### config.mk
export PLATFORM = sky130hd
export DESIGN_NAME = uart_rx_flat
export DESIGN_NICKNAME = d
export VERILOG_FILES = /design/src/rtl/uart_pkg.sv /design/src/rtl/uart_rx_if.sv /design/src/rtl/uart_rx_hold.sv /design/src/rtl/uart_rx.sv /design/src/flat_wrapper.sv
export SDC_FILE = /design/constraint.sdc
export NUM_CORES = 1
export LEC_CHECK = 0
export CAP_MARGIN = 40
export CORE_MARGIN = 2
export CORE_UTILIZATION = 50
export CTS_BUF_LIST = sky130_fd_sc_hd__clkbuf_8 sky130_fd_sc_hd__clkbuf_16
export CTS_CLUSTER_DIAMETER = 30
export CTS_CLUSTER_SIZE = 14
export DETAILED_ROUTE_END_ITERATION = 8
export PLACE_DENSITY = 0.74
export SYNTH_ARGS = -nofsm -noshare
export SYNTH_HDL_FRONTEND = slang
export SYNTH_SLANG_ARGS = --single-unit
### constraint.sdc
create_clock -name clk -period 2 [get_ports clk]
set_input_delay 0.4 -clock clk [delete_from_list [all_inputs] [get_ports clk]]
set_output_delay 0.4 -clock clk [all_outputs]
set_load 0.02 [all_outputs]
### src/rtl/uart_pkg.sv
// uart_pkg: shared defaults and types for the UART transmitter/receiver pair.
//   UART_D_WIDTH : data bits per frame (used by both UART_T and uart_rx)
//   UART_C_WIDTH : bit-counter width, 2**UART_C_WIDTH must exceed UART_D_WIDTH
//   uart_rx_state_t : receiver FSM states
package uart_pkg;

  localparam int UART_D_WIDTH = 13;
  localparam int UART_C_WIDTH = 5;

  typedef enum logic [2:0] {
    RX_SYNC,
    RX_IDLE,
    RX_DATA,
    RX_STOP,
    RX_BREAK
  } uart_rx_state_t;

endpackage

### src/rtl/uart_rx_if.sv
// uart_rx_if: serial line in plus the valid/ready word output of the receiver.
//   rx           : serial line, idle high
//   rx_data      : received word, D0 = first data bit
//   rx_valid     : rx_data holds an unconsumed word
//   rx_ready     : consumer accepts when rx_valid && rx_ready
//   rx_busy      : receiver not idle
//   rx_overrun   : one-cycle pulse, good frame dropped (holding register full)
//   rx_frame_err : one-cycle pulse, stop bit sampled low
// slave = receiver side, master = line driver / consumer side.
interface uart_rx_if import uart_pkg::*; #(
  parameter int D_WIDTH = UART_D_WIDTH
);
  logic               rx;
  logic [D_WIDTH-1:0] rx_data;
  logic               rx_valid;
  logic               rx_ready;
  logic               rx_busy;
  logic               rx_overrun;
  logic               rx_frame_err;

  modport slave (
    input  rx, rx_ready,
    output rx_data, rx_valid, rx_busy, rx_overrun, rx_frame_err
  );

  modport master (
    output rx, rx_ready,
    input  rx_data, rx_valid, rx_busy, rx_overrun, rx_frame_err
  );
endinterface

### src/rtl/uart_rx_hold.sv
// uart_rx_hold: 1-entry valid/ready holding register with overrun detection.
//   clk, rst   : clock, synchronous active-low reset
//   i_load     : a good frame completed this cycle, i_word is offered
//   i_word     : completed word
//   i_ready    : consumer ready
//   o_data     : held word (keeps last value after consumption)
//   o_valid    : o_data is unconsumed
//   o_overrun  : one-cycle pulse, offered word dropped because entry was full
module uart_rx_hold import uart_pkg::*; #(
  parameter int D_WIDTH = UART_D_WIDTH
) (
  input  logic               clk,
  input  logic               rst,
  input  logic               i_load,
  input  logic [D_WIDTH-1:0] i_word,
  input  logic               i_ready,
  output logic [D_WIDTH-1:0] o_data,
  output logic               o_valid,
  output logic               o_overrun
);

  logic [D_WIDTH-1:0] r_data;
  logic               r_valid;
  logic               r_overrun;
  logic               w_hs;

  assign w_hs = r_valid && i_ready;

  always_ff @(posedge clk) begin
    if (!rst) begin
      r_data    <= '0;
      r_valid   <= 1'b0;
      r_overrun <= 1'b0;
    end else begin
      r_overrun <= 1'b0;
      if (i_load) begin
        // A same-cycle handshake frees the entry, so the new word fits.
        if (!r_valid || w_hs) begin
          r_data  <= i_word;
          r_valid <= 1'b1;
        end else begin
          r_overrun <= 1'b1;
        end
      end else if (w_hs) begin
        r_valid <= 1'b0;
      end
    end
  end

  assign o_data    = r_data;
  assign o_valid   = r_valid;
  assign o_overrun = r_overrun;

endmodule

### src/rtl/uart_rx.sv
// uart_rx: one-bit-per-clock UART frame receiver.
//   clk : clock, all state updates on rising edge
//   rst : synchronous active-low reset
//   bus : uart_rx_if.slave (rx in, rx_ready in; rx_data/rx_valid/rx_busy/
//         rx_overrun/rx_frame_err out)
// Frame: start 0, D0..D(D_WIDTH-1) LSB first, stop 1, one cycle per bit.
// C_WIDTH must satisfy 2**C_WIDTH > D_WIDTH.
module uart_rx import uart_pkg::*; #(
  parameter int D_WIDTH = UART_D_WIDTH,
  parameter int C_WIDTH = UART_C_WIDTH
) (
  input  logic       clk,
  input  logic       rst,
  uart_rx_if.slave   bus
);

  uart_rx_state_t     r_state;
  uart_rx_state_t     w_next;
  logic [C_WIDTH-1:0] r_cnt;
  logic [D_WIDTH-1:0] r_shift;
  logic               r_frame_err;

  logic               w_last;
  logic               w_busy;
  logic               w_good;
  logic               w_bad;
  logic [D_WIDTH-1:0] w_data;
  logic               w_valid;
  logic               w_overrun;

  assign w_last = (r_cnt == C_WIDTH'(D_WIDTH - 1));

  // State register
  always_ff @(posedge clk) begin
    if (!rst) r_state <= RX_SYNC;
    else      r_state <= w_next;
  end

  // Next state
  always_comb begin
    w_next = r_state;
    case (r_state)
      RX_SYNC:  if (bus.rx)  w_next = RX_IDLE;
      RX_IDLE:  if (!bus.rx) w_next = RX_DATA;
      RX_DATA:  if (w_last)  w_next = RX_STOP;
      RX_STOP:  w_next = bus.rx ? RX_IDLE : RX_BREAK;
      // Leaving on a high line: the exit edge itself is never a start.
      RX_BREAK: if (bus.rx)  w_next = RX_IDLE;
      default:  w_next = RX_SYNC;
    endcase
  end

  // Outputs
  always_comb begin
    w_busy = (r_state != RX_IDLE);
    w_good = (r_state == RX_STOP) &&  bus.rx;
    w_bad  = (r_state == RX_STOP) && !bus.rx;
  end

  // Bit counter and shift register; shift in at MSB so D0 ends at bit 0.
  always_ff @(posedge clk) begin
    if (!rst) begin
      r_cnt   <= '0;
      r_shift <= '0;
    end else if (r_state == RX_IDLE) begin
      r_cnt   <= '0;
    end else if (r_state == RX_DATA) begin
      r_shift <= {bus.rx, r_shift[D_WIDTH-1:1]};
      r_cnt   <= r_cnt + C_WIDTH'(1);
    end
  end

  always_ff @(posedge clk) begin
    if (!rst) r_frame_err <= 1'b0;
    else      r_frame_err <= w_bad;
  end

  uart_rx_hold #(.D_WIDTH(D_WIDTH)) u_hold (
    .clk       (clk),
    .rst       (rst),
    .i_load    (w_good),
    .i_word    (r_shift),
    .i_ready   (bus.rx_ready),
    .o_data    (w_data),
    .o_valid   (w_valid),
    .o_overrun (w_overrun)
  );

  assign bus.rx_data      = w_data;
  assign bus.rx_valid     = w_valid;
  assign bus.rx_overrun   = w_overrun;
  assign bus.rx_frame_err = r_frame_err;
  assign bus.rx_busy      = w_busy;

endmodule

### src/flat_wrapper.sv
// flat-port wrapper written by rule: the top's interface ports become plain ports
module uart_rx_flat import uart_pkg::*;
#(
  parameter int D_WIDTH = UART_D_WIDTH,
  parameter int C_WIDTH = UART_C_WIDTH
)
  (clk, rst, bus_rx, bus_rx_ready, bus_rx_data, bus_rx_valid, bus_rx_busy, bus_rx_overrun, bus_rx_frame_err);
  uart_rx_if #(.D_WIDTH(D_WIDTH)) bus_i ();
  input  logic clk;
  input  logic rst;
  input wire logic [$bits(bus_i.rx)-1:0] bus_rx;
  input wire logic [$bits(bus_i.rx_ready)-1:0] bus_rx_ready;
  output wire logic [$bits(bus_i.rx_data)-1:0] bus_rx_data;
  output wire logic [$bits(bus_i.rx_valid)-1:0] bus_rx_valid;
  output wire logic [$bits(bus_i.rx_busy)-1:0] bus_rx_busy;
  output wire logic [$bits(bus_i.rx_overrun)-1:0] bus_rx_overrun;
  output wire logic [$bits(bus_i.rx_frame_err)-1:0] bus_rx_frame_err;
  assign bus_i.rx = bus_rx;
  assign bus_i.rx_ready = bus_rx_ready;
  assign bus_rx_data = bus_i.rx_data;
  assign bus_rx_valid = bus_i.rx_valid;
  assign bus_rx_busy = bus_i.rx_busy;
  assign bus_rx_overrun = bus_i.rx_overrun;
  assign bus_rx_frame_err = bus_i.rx_frame_err;
  uart_rx #(.D_WIDTH(D_WIDTH), .C_WIDTH(C_WIDTH)) u_core (.clk(clk), .rst(rst), .bus(bus_i));
endmodule
==> Word-level counts from Yosys, hierarchy flattened <==
Cells that the tools add are included.
{ "totals": {"reg_bits": 37, "latchBits": 0, "ram_bits": 0, "rom_bits": 0, "in_bits": 4, "output_inout_bits": 17, "word_cells": 44, "n_memories": 0} }
{ "classes": {"n_addsub": 1, "mul": 0, "div": 0, "n_lt_le_gt_ge": 0, "eq_ne": 10, "shifts": 0, "mux": 9, "bitwise_logic": 2, "n_reduce_logical": 15} }
{ "ops": {"columns": ["operator", "count"], "rows": [
  ["$mux 3", 4],
  ["$pmux 3 s4", 1],
  ["$reduce_and 2->1", 4],
  ["$eq 3x2->1 const B", 2],
  ["$ne 2x1->1 const B", 3],
  ["$add 5x1->5 const B", 1],
  ["$eq 5x4->1 const B", 1],
  ["$mux 1", 4],
  ["$reduce_or 2->1", 2],
  ["$eq 3x1->1 const B", 1],
  ["$eq 3x3->1 const B", 1],
  ["$logic_and 1x1->1", 3],
  ["$logic_not 3->1", 1],
  ["$ne 3x1->1 const B", 1],
  ["$reduce_and 3->1", 1],
  ["$logic_not 1->1", 2],
  ["$ne 2x2->1 const B", 1],
  ["$not 1->1", 2],
  ["$reduce_bool 2->1", 1],
  ["$logic_or 1x1->1", 1]
]} }

==> Longest topological paths before layout <==
Gate-level depths: netlist (run 1).
{ "logic_depth": {"depth_word": 4, "mapped_depth": 6, "mapped_depth_nobuf": 4} }

==> Modules after synthesis <==
From an unflattened synthesis (run 1), not the netlist that was laid out.
{ "hier_totals": {"hier_cells": 175, "hier_area_um2": 1541.5} }
{ "modules_own_cells": {"columns": ["module", "n_inst", "cells_each", "area_each_um2", "seq_area_each_um2"], "rows": [
  ["uart_rx", 1, 112, 929.6, 440.4],
  ["uart_rx_hold", 1, 63, 611.8, 300.3]
]} }

==> Worst setup path before layout (run 1) <==
OpenSTA, ideal clock, no wires.
{ "synth_timing": {"kind": "reg2reg", "startpoint": "reg u_core.r_state[2]", "endpoint": "reg u_core.r_cnt[3]", "setup_time_ns": 0.070, "arrival_ns": 1.371, "required_time_ns": 1.930, "path_slack_ns": 0.559, "stages_incl_launch_ff": 6, "n_path_buf": 2, "synth_period_minus_slack_ns": 1.441, "path_cell_list": "dfxtp_1 buf_6 or3b_1 buf_6 or3_1 a21oi_1"} }
{ "synth_via": {"elab_chain_cells": 2, "word_cells_on_any_way": 3, "classes_between": "eq/ne: 2; reduce/logical: 1"} }
{ "synth_rtl": {"columns": ["item", "line_no", "rtl"], "rows": [
  ["from (decl)", "uart_rx.sv:17", "uart_rx_state_t r_state;"],
  ["from (signal assigned)", "uart_rx.sv:36", "else r_state <= w_next;"],
  ["$eq 3x1->1", "uart_rx.sv:65", "end else if (r_state == RX_IDLE) begin"],
  ["$reduce_or 2->1 (no line)", null, null],
  ["to (signal assigned)", "uart_rx.sv:69", "r_cnt <= r_cnt + C_WIDTH'(1);"],
  ["to (decl)", "uart_rx.sv:19", "logic [C_WIDTH-1:0] r_cnt;"]
]} }
Several ways; a longest one is shown, not always the timed one.
A chain may end at the register's enable or synchronous reset.

==> Worst setup path after layout (run 1) <==
{ "layout_timing": {"startpoint": "reg u_core.r_state[1]", "endpoint": "out bus_rx_busy"} }
{ "layout_via": {"elab_chain_cells": 1} }
{ "layout_rtl": {"columns": ["item", "line_no", "rtl"], "rows": [
  ["$ne 3x1->1", "uart_rx.sv:55", "w_busy = (r_state != RX_IDLE);"],
  ["to (decl)", "flat_wrapper.sv:15", "output wire logic [$bits(bus_i.rx_busy)-1:0] bus_rx_busy;"]
]} }
No other way between the ends.

==> flow_metrics.env, run 1 <==
export IMPL_maxCapViolations=0
export IMPL_timing_final_crit_share_pct=92.71
export IMPL_ys_seq_elements=37
export IMPL_yosys_area_top_type="dfxtp_1"
export IMPL_start_util_pct=51.05
export IMPL_startpoint_type="register"
export IMPL_drt_iter0_drc=30
export IMPL_vdd_drop_max_mv=0.3972
export IMPL_route_detailed_drc=0
export IMPL_cts_buffers=5
export IMPL_worst_pin_slew_ps=224.7
export IMPL_viasPerCell=5.125
export IMPL_rrSetupSlack_ps=480
export IMPL_power_density_nw_per_um2=708.0
export IMPL_min_period_ps=1854
export IMPL_synth_area_top_cells="dfxtp_1, nand2_1, mux2i_1"
export IMPL_multi_input_area_um2=701.9
export IMPL_layout_drive_gt1_share_pct=9.548
export IMPL_vias=1189
export IMPL_status="finished, final reports clean"
export IMPL_cp_arrival_ps=1450
export IMPL_die_w_um=59.14
export IMPL_post_cts_buffers=0
export IMPL_clk_pin_slew_ps=70
export IMPL_async_flop_share_pct=0
export IMPL_ctsLongestPathBuffers=2
export IMPL_crit_end="bus_rx_busy"
export IMPL_whs_ps=452.6
export IMPL_critPathLaunch="u_core.r_state[1]"
export IMPL_max_slew_margin_pct=85.00
export IMPL_r2r_end="u_core.r_cnt[3]"
export IMPL_tns_ps=0
export IMPL_synth_area_per_cell_um2=8.687
export IMPL_hold_start="u_core.u_hold.o_data[0]"
export IMPL_ff2ff_path_depth=4
export IMPL_overflow=0
export IMPL_mappedNetlistArea_um2=1520
export IMPL_yosysMostFrequentCell="nand2_1"
export IMPL_root_buffer="clkbuf_8"
export IMPL_cp_cell_sequence="or3b_2, dlygate4sd2_1"
export IMPL_r2r_start="u_core.r_state[2]"
export IMPL_max_stage_delay_ps=470
export IMPL_routedWlPerCell_um=11.28
export IMPL_synth_edf_count=0
export IMPL_cts_resized=1
export IMPL_gp_congestion=0.6937
export IMPL_nets=205
export IMPL_dp_hpwl_um=1863
export IMPL_crit_type="register to output port"
export IMPL_slew_violations=0
export IMPL_grt_pass1_vias=1126
export IMPL_hold_viol_final=0
export IMPL_grt_max_degree=24
export IMPL_row_count=20
export IMPL_synth_yosys_seq_area_share_pct=48.72
export IMPL_cts_hold_buf=0
export IMPL_yosysUniqueCellTypes=27
export IMPL_worstSetupEndpointType="output port"
export IMPL_die_h_um=59.14
export IMPL_syn_num_nets=181
export IMPL_critPathMaxFanout=9
export IMPL_numPortBuffers=20
export IMPL_htreeDepth=2
export IMPL_antenna_found_initial=0
export IMPL_yosysTopAreaCellShare_pct=48.72
export IMPL_register_area_um2=740.7
export IMPL_grt_pass1_wl_um=4657
export IMPL_antenna_left=0
export IMPL_required_ps=1600
export IMPL_wl_um=2618
export IMPL_clock_sinks=37
export IMPL_num_io_pins=21
export IMPL_clock_skew_ps=3.916
export IMPL_max_freq_mhz=539.3
export IMPL_filler_cell_count=260
export IMPL_dieArea_um2=3498
export IMPL_cp_slowest_cell="or3b_2"
export IMPL_syn_to_final_growth_pct=22.14
export IMPL_antenna_cells=0
export IMPL_clock_latency_ps=280
export IMPL_grtUsageTotal_pct=18.13
export IMPL_cts_tree="built"
export IMPL_first_pass_iters=4
export IMPL_synthTopCellsByCount="nand2_1, dfxtp_1, a21boi_0"
export IMPL_synthFlopType="dfxtp_1"
export IMPL_core_area_um2=2978
export IMPL_yosys_warnings=0
export IMPL_setup_viol=0
export IMPL_holdCritPathClass="register to register"
export IMPL_postSynthCellCount=175
export IMPL_rsz0062_at_grt="no"
export IMPL_p_leak_nw=0.6172
## flip-flops by register name (all words and copies together), names as in the netlist
register and count:
u_core.u_hold.o_valid 1, u_core.r_shift 13, u_core.r_cnt 5, u_core.u_hold.o_data 13, u_core.u_hold.o_overrun 1, u_core.bus.rx_frame_err 1
u_core.r_state 3
## metal layers
metal  vias up  wire length [um]  part of all wire, %  track usage, %
met5         -                 0                    0               0
met4         0                60                  2.3           11.69
met3         7               103                  3.9           4.585
met2        17              1298                   50           31.11
met1       543              1156                   44           19.70
li1        622                 -                    -               -
## power by group
group / internal (mW) / total [mW] / switching (mW) / leakage (nW)
Clock: 0.268 / 0.506 / 0.238 / 0.0485
Sequential: 0.741 / 0.745 / 0.00372 / 0.298
Combinational: 0.0278 / 0.0642 / 0.0365 / 0.270
Total: 1.04 / 1.31 / 0.278 / 0.617
## cells in the final DEF, fill, tap and decap left out, drive strengths merged, types with 4 or more instances in the layout
master	n
a21boi	15
a21oi	6
buf	8
clkbuf	6
clkdlybuf4s50	19
dfxtp	37
inv	5
mux2i	13
nand2	60
or3b	4
## through the flow
step                instances  power (mW)  util (%)  worst slack, ps  cell area [um2]
global route              232       1.366     62.35            102.1             1857
global placement          225      0.8247     59.50            255.0             1772
floorplan                 175      0.8037         -            558.9             1520
finish                    232       1.315     62.35            145.8             1857
CTS                       232       1.338     62.35            129.0             1857
detailed placement        225      0.8267     59.50            235.0             1772
## area by class of cell
class | count | share of cell area [%]
clock buffer | 6 | 4.447
clock inverter | 1 | 0.2022
inverter | 4 | 0.8086
multi-input combinational | 123 | 37.80
sequential | 37 | 39.89
tap | 33 | 2.224
timing repair buffer | 28 | 14.62
## worst min path at each step
stage | cells past startpoint | end | slack, ps
4_1_cts | 2 | u_core.u_hold.o_data[0] | 460
2_1_floorplan | 2 | u_core.u_hold.o_data[0] | 440
3_5_place_dp | 2 | u_core.u_hold.o_data[0] | 450
6_report | 2 | u_core.u_hold.o_data[0] | 450
5_1_grt | 2 | u_core.u_hold.o_data[7] | 480
3_3_place_gp | 2 | u_core.u_hold.o_data[3] | 440
## cells by family (layout without fill, tap and decap cells)
kind of cell             after synthesis  count (layout)  synth area share [%]
AO/OA/AOI/OAI                         25              25                 10.95
adder cells (fa/ha/maj)                2               2                 1.646
buffers and inverters                 15              39                 5.103
flip-flops                            37              37                 48.72
multiplexers                          13              13                 8.559
AND/OR/NAND/NOR                       83              83                 25.02
## critical path, delay by kind of cell, from the launching register on
family	cells	cell delay, ps
buf+inv	1	330
simple gates	1	470
flops	1	370
(Power assumes the default switching activity.)
==> inputs of run 2 (changes only) <==
==> constraint.sdc (replaced) <==
create_clock -name clk -period 2.3 [get_ports clk]
set_input_delay 0.46 -clock clk [delete_from_list [all_inputs] [get_ports clk]]
set_output_delay 0.46 -clock clk [all_outputs]
set_load 0.02 [all_outputs]
==> flow_metrics.env, run 2 (same netlist as run 1, synthesis figures left out) <==
export IMPL_maxCapViolations=0
export IMPL_dp_cells=220
export IMPL_syn_to_final_growth_pct=18.77
export IMPL_final_cell_mix="nand2_1, dfxtp_1, clkdlybuf4s50_1"
export IMPL_worst_pin_slew_ps=596.6
export IMPL_dieArea_um2=3498
export IMPL_worstSetupEndpointType="output port"
export IMPL_drt_iter0_drc=33
export IMPL_min_period_ps=2186
export IMPL_grt_max_degree=46
export IMPL_layout_drive_gt1_share_pct=8.205
export IMPL_gr_usage_met1_pct=19.92
export IMPL_clock_skew_ps=5.877
export IMPL_vias=1172
export IMPL_start_util_pct=51.05
export IMPL_holdCritPathClass="register to register"
export IMPL_grt_use_met2_pct=28.73
export IMPL_instances_no_fill=228
export IMPL_power_density_nw_per_um2=622.9
export IMPL_grtUsageTotal_pct=17.10
export IMPL_first_pass_iters=4
export IMPL_cp_arrival_ps=1730
export IMPL_max_stage_delay_ps=550
export IMPL_clock_sinks=37
export IMPL_cts_tree="built"
export IMPL_antenna_cells=0
export IMPL_status="finished, final reports clean"
export IMPL_placed_cell_area_um2=1722
export IMPL_max_freq_mhz=457.5
export IMPL_slew_violations=0
export IMPL_rsz0062_at_grt="no"
export IMPL_final_area_um2=1805
export IMPL_grt_pass1_wl_um=4498
export IMPL_nets=200
export IMPL_critPathTopFamily="buffers and inverters"
export IMPL_crit_type="register to output port"
export IMPL_dp_hpwl_um=1751
export IMPL_timing_critical_path_buf_inv=1
export IMPL_max_slew_margin_pct=60.22
export IMPL_clk_pin_slew_ps=70
export IMPL_p_leak_nw=0.5917
export IMPL_critPathMaxFanout=10
export IMPL_startpoint_type="register"
export IMPL_cp_cell_sequence="or3b_2, clkdlybuf4s50_1"
export IMPL_route_detailed_drc=0
export IMPL_num_io_pins=21
export IMPL_setup_viol=0
export IMPL_mostFrequentLayoutCell="nand2_1"
export IMPL_numPortBuffers=20
export IMPL_overflow=0
export IMPL_hold_viol_final=0
export IMPL_cts_buffers=5
export IMPL_clock_latency_ps=290
export IMPL_vdd_drop_max_mv=0.3733
export IMPL_met3_usage_pct=6.550
export IMPL_required_ps=1840
export IMPL_cp_slowest_cell="clkdlybuf4s50_1"
export IMPL_row_count=20
export IMPL_viasPerCell=5.140
export IMPL_antenna_found_initial=0
export IMPL_timing_final_crit_share_pct=95.04
export IMPL_ctsLongestPathBuffers=2
export IMPL_top_usage_layer="met2"
export IMPL_grt_pass1_vias=1065
export IMPL_wl_um=2615
export IMPL_filler_cell_count=268
export IMPL_die_w_um=59.14
export IMPL_htreeDepth=2
export IMPL_core_area_um2=2978
export IMPL_tns_ps=0
export IMPL_gp_congestion=0.7046
export IMPL_root_buffer="clkbuf_8"
export IMPL_die_h_um=59.14
export IMPL_whs_ps=456.5
export IMPL_cts_hold_buf=0
export IMPL_routedWlPerCell_um=11.47
export IMPL_antenna_left=0
[run 2: layout make-up]
cell class / count / area (um2) / area share [%]
Clock inverter: 3 / 13.76 / 0.7623
Timing Repair Buffer: 23 / 222.7 / 12.34
Tap cell: 33 / 41.29 / 2.287
Sequential cell: 37 / 742.0 / 41.09
Inverter: 4 / 15.01 / 0.8316
Multi-Input combinational cell: 123 / 701.9 / 38.88
Clock buffer: 5 / 68.82 / 3.812
[run 2: power breakdown]
| part | internal [mW] | total, mW | switching [mW] | leakage [nW] |
|---|---|---|---|---|
| registers | 0.644 | 0.650 | 0.00549 | 0.299 |
| logic | 0.0200 | 0.0491 | 0.0291 | 0.244 |
| clock network | 0.205 | 0.426 | 0.221 | 0.0491 |
[run 2: metrics by stage]
step           util, %  power [mW]  setup slack (ps)
6_report         60.63       1.125             114.2
2_1_floorplan        -      0.6988             858.9
4_1_cts          60.59       1.135             35.38
3_3_place_gp     57.82      0.7112             372.9
3_5_place_dp     57.82      0.7127             347.8
5_1_grt          60.63       1.169             74.08
[run 2: worst paths after layout]
path	cells past startpoint	end	start	slack, ps
worst max-delay path	2	bus_rx_busy	u_core.r_state[0]	110
worst min-delay path	2	u_core.u_hold.o_data[4]	u_core.u_hold.o_data[4]	460
worst max register to register	3	u_core.r_cnt[3]	u_core.r_state[1]	560
worst min register to register	2	u_core.u_hold.o_data[4]	u_core.u_hold.o_data[4]	460
[run 2: worst reg2reg max path: stages, from the launching register on]
cell     delay, ps
dfxtp_1        440
or3b_1         650
or3_1          440
a21oi_1        150
[run 2: repair_timing]
action / 4_1_cts / 5_1_grt
gates resized for setup: 0 / 1
buffers inserted: 0 / 0
endpoints found under the setup margin: 0 / 1
[run 2: metal layers]
| layer | wire, um | share of wire [%] |
|---|---|---|
| met5 | 0 | 0 |
| met4 | 24 | 0.92 |
| met3 | 82 | 3.1 |
| met2 | 1264 | 48 |
| met1 | 1243 | 48 |
==> inputs of run 3 (changes only) <==
--- a/config.mk
+++ b/config.mk
@@ -13,6 +13,7 @@
 export CTS_CLUSTER_SIZE = 14
 export DETAILED_ROUTE_END_ITERATION = 8
 export PLACE_DENSITY = 0.74
+export SETUP_SLACK_MARGIN = 0.02
 export SYNTH_ARGS = -nofsm -noshare
 export SYNTH_HDL_FRONTEND = slang
 export SYNTH_SLANG_ARGS = --single-unit
==> results of run 3 <==
Same layout as run 2: the final DEF is identical, and so are final timing and power.
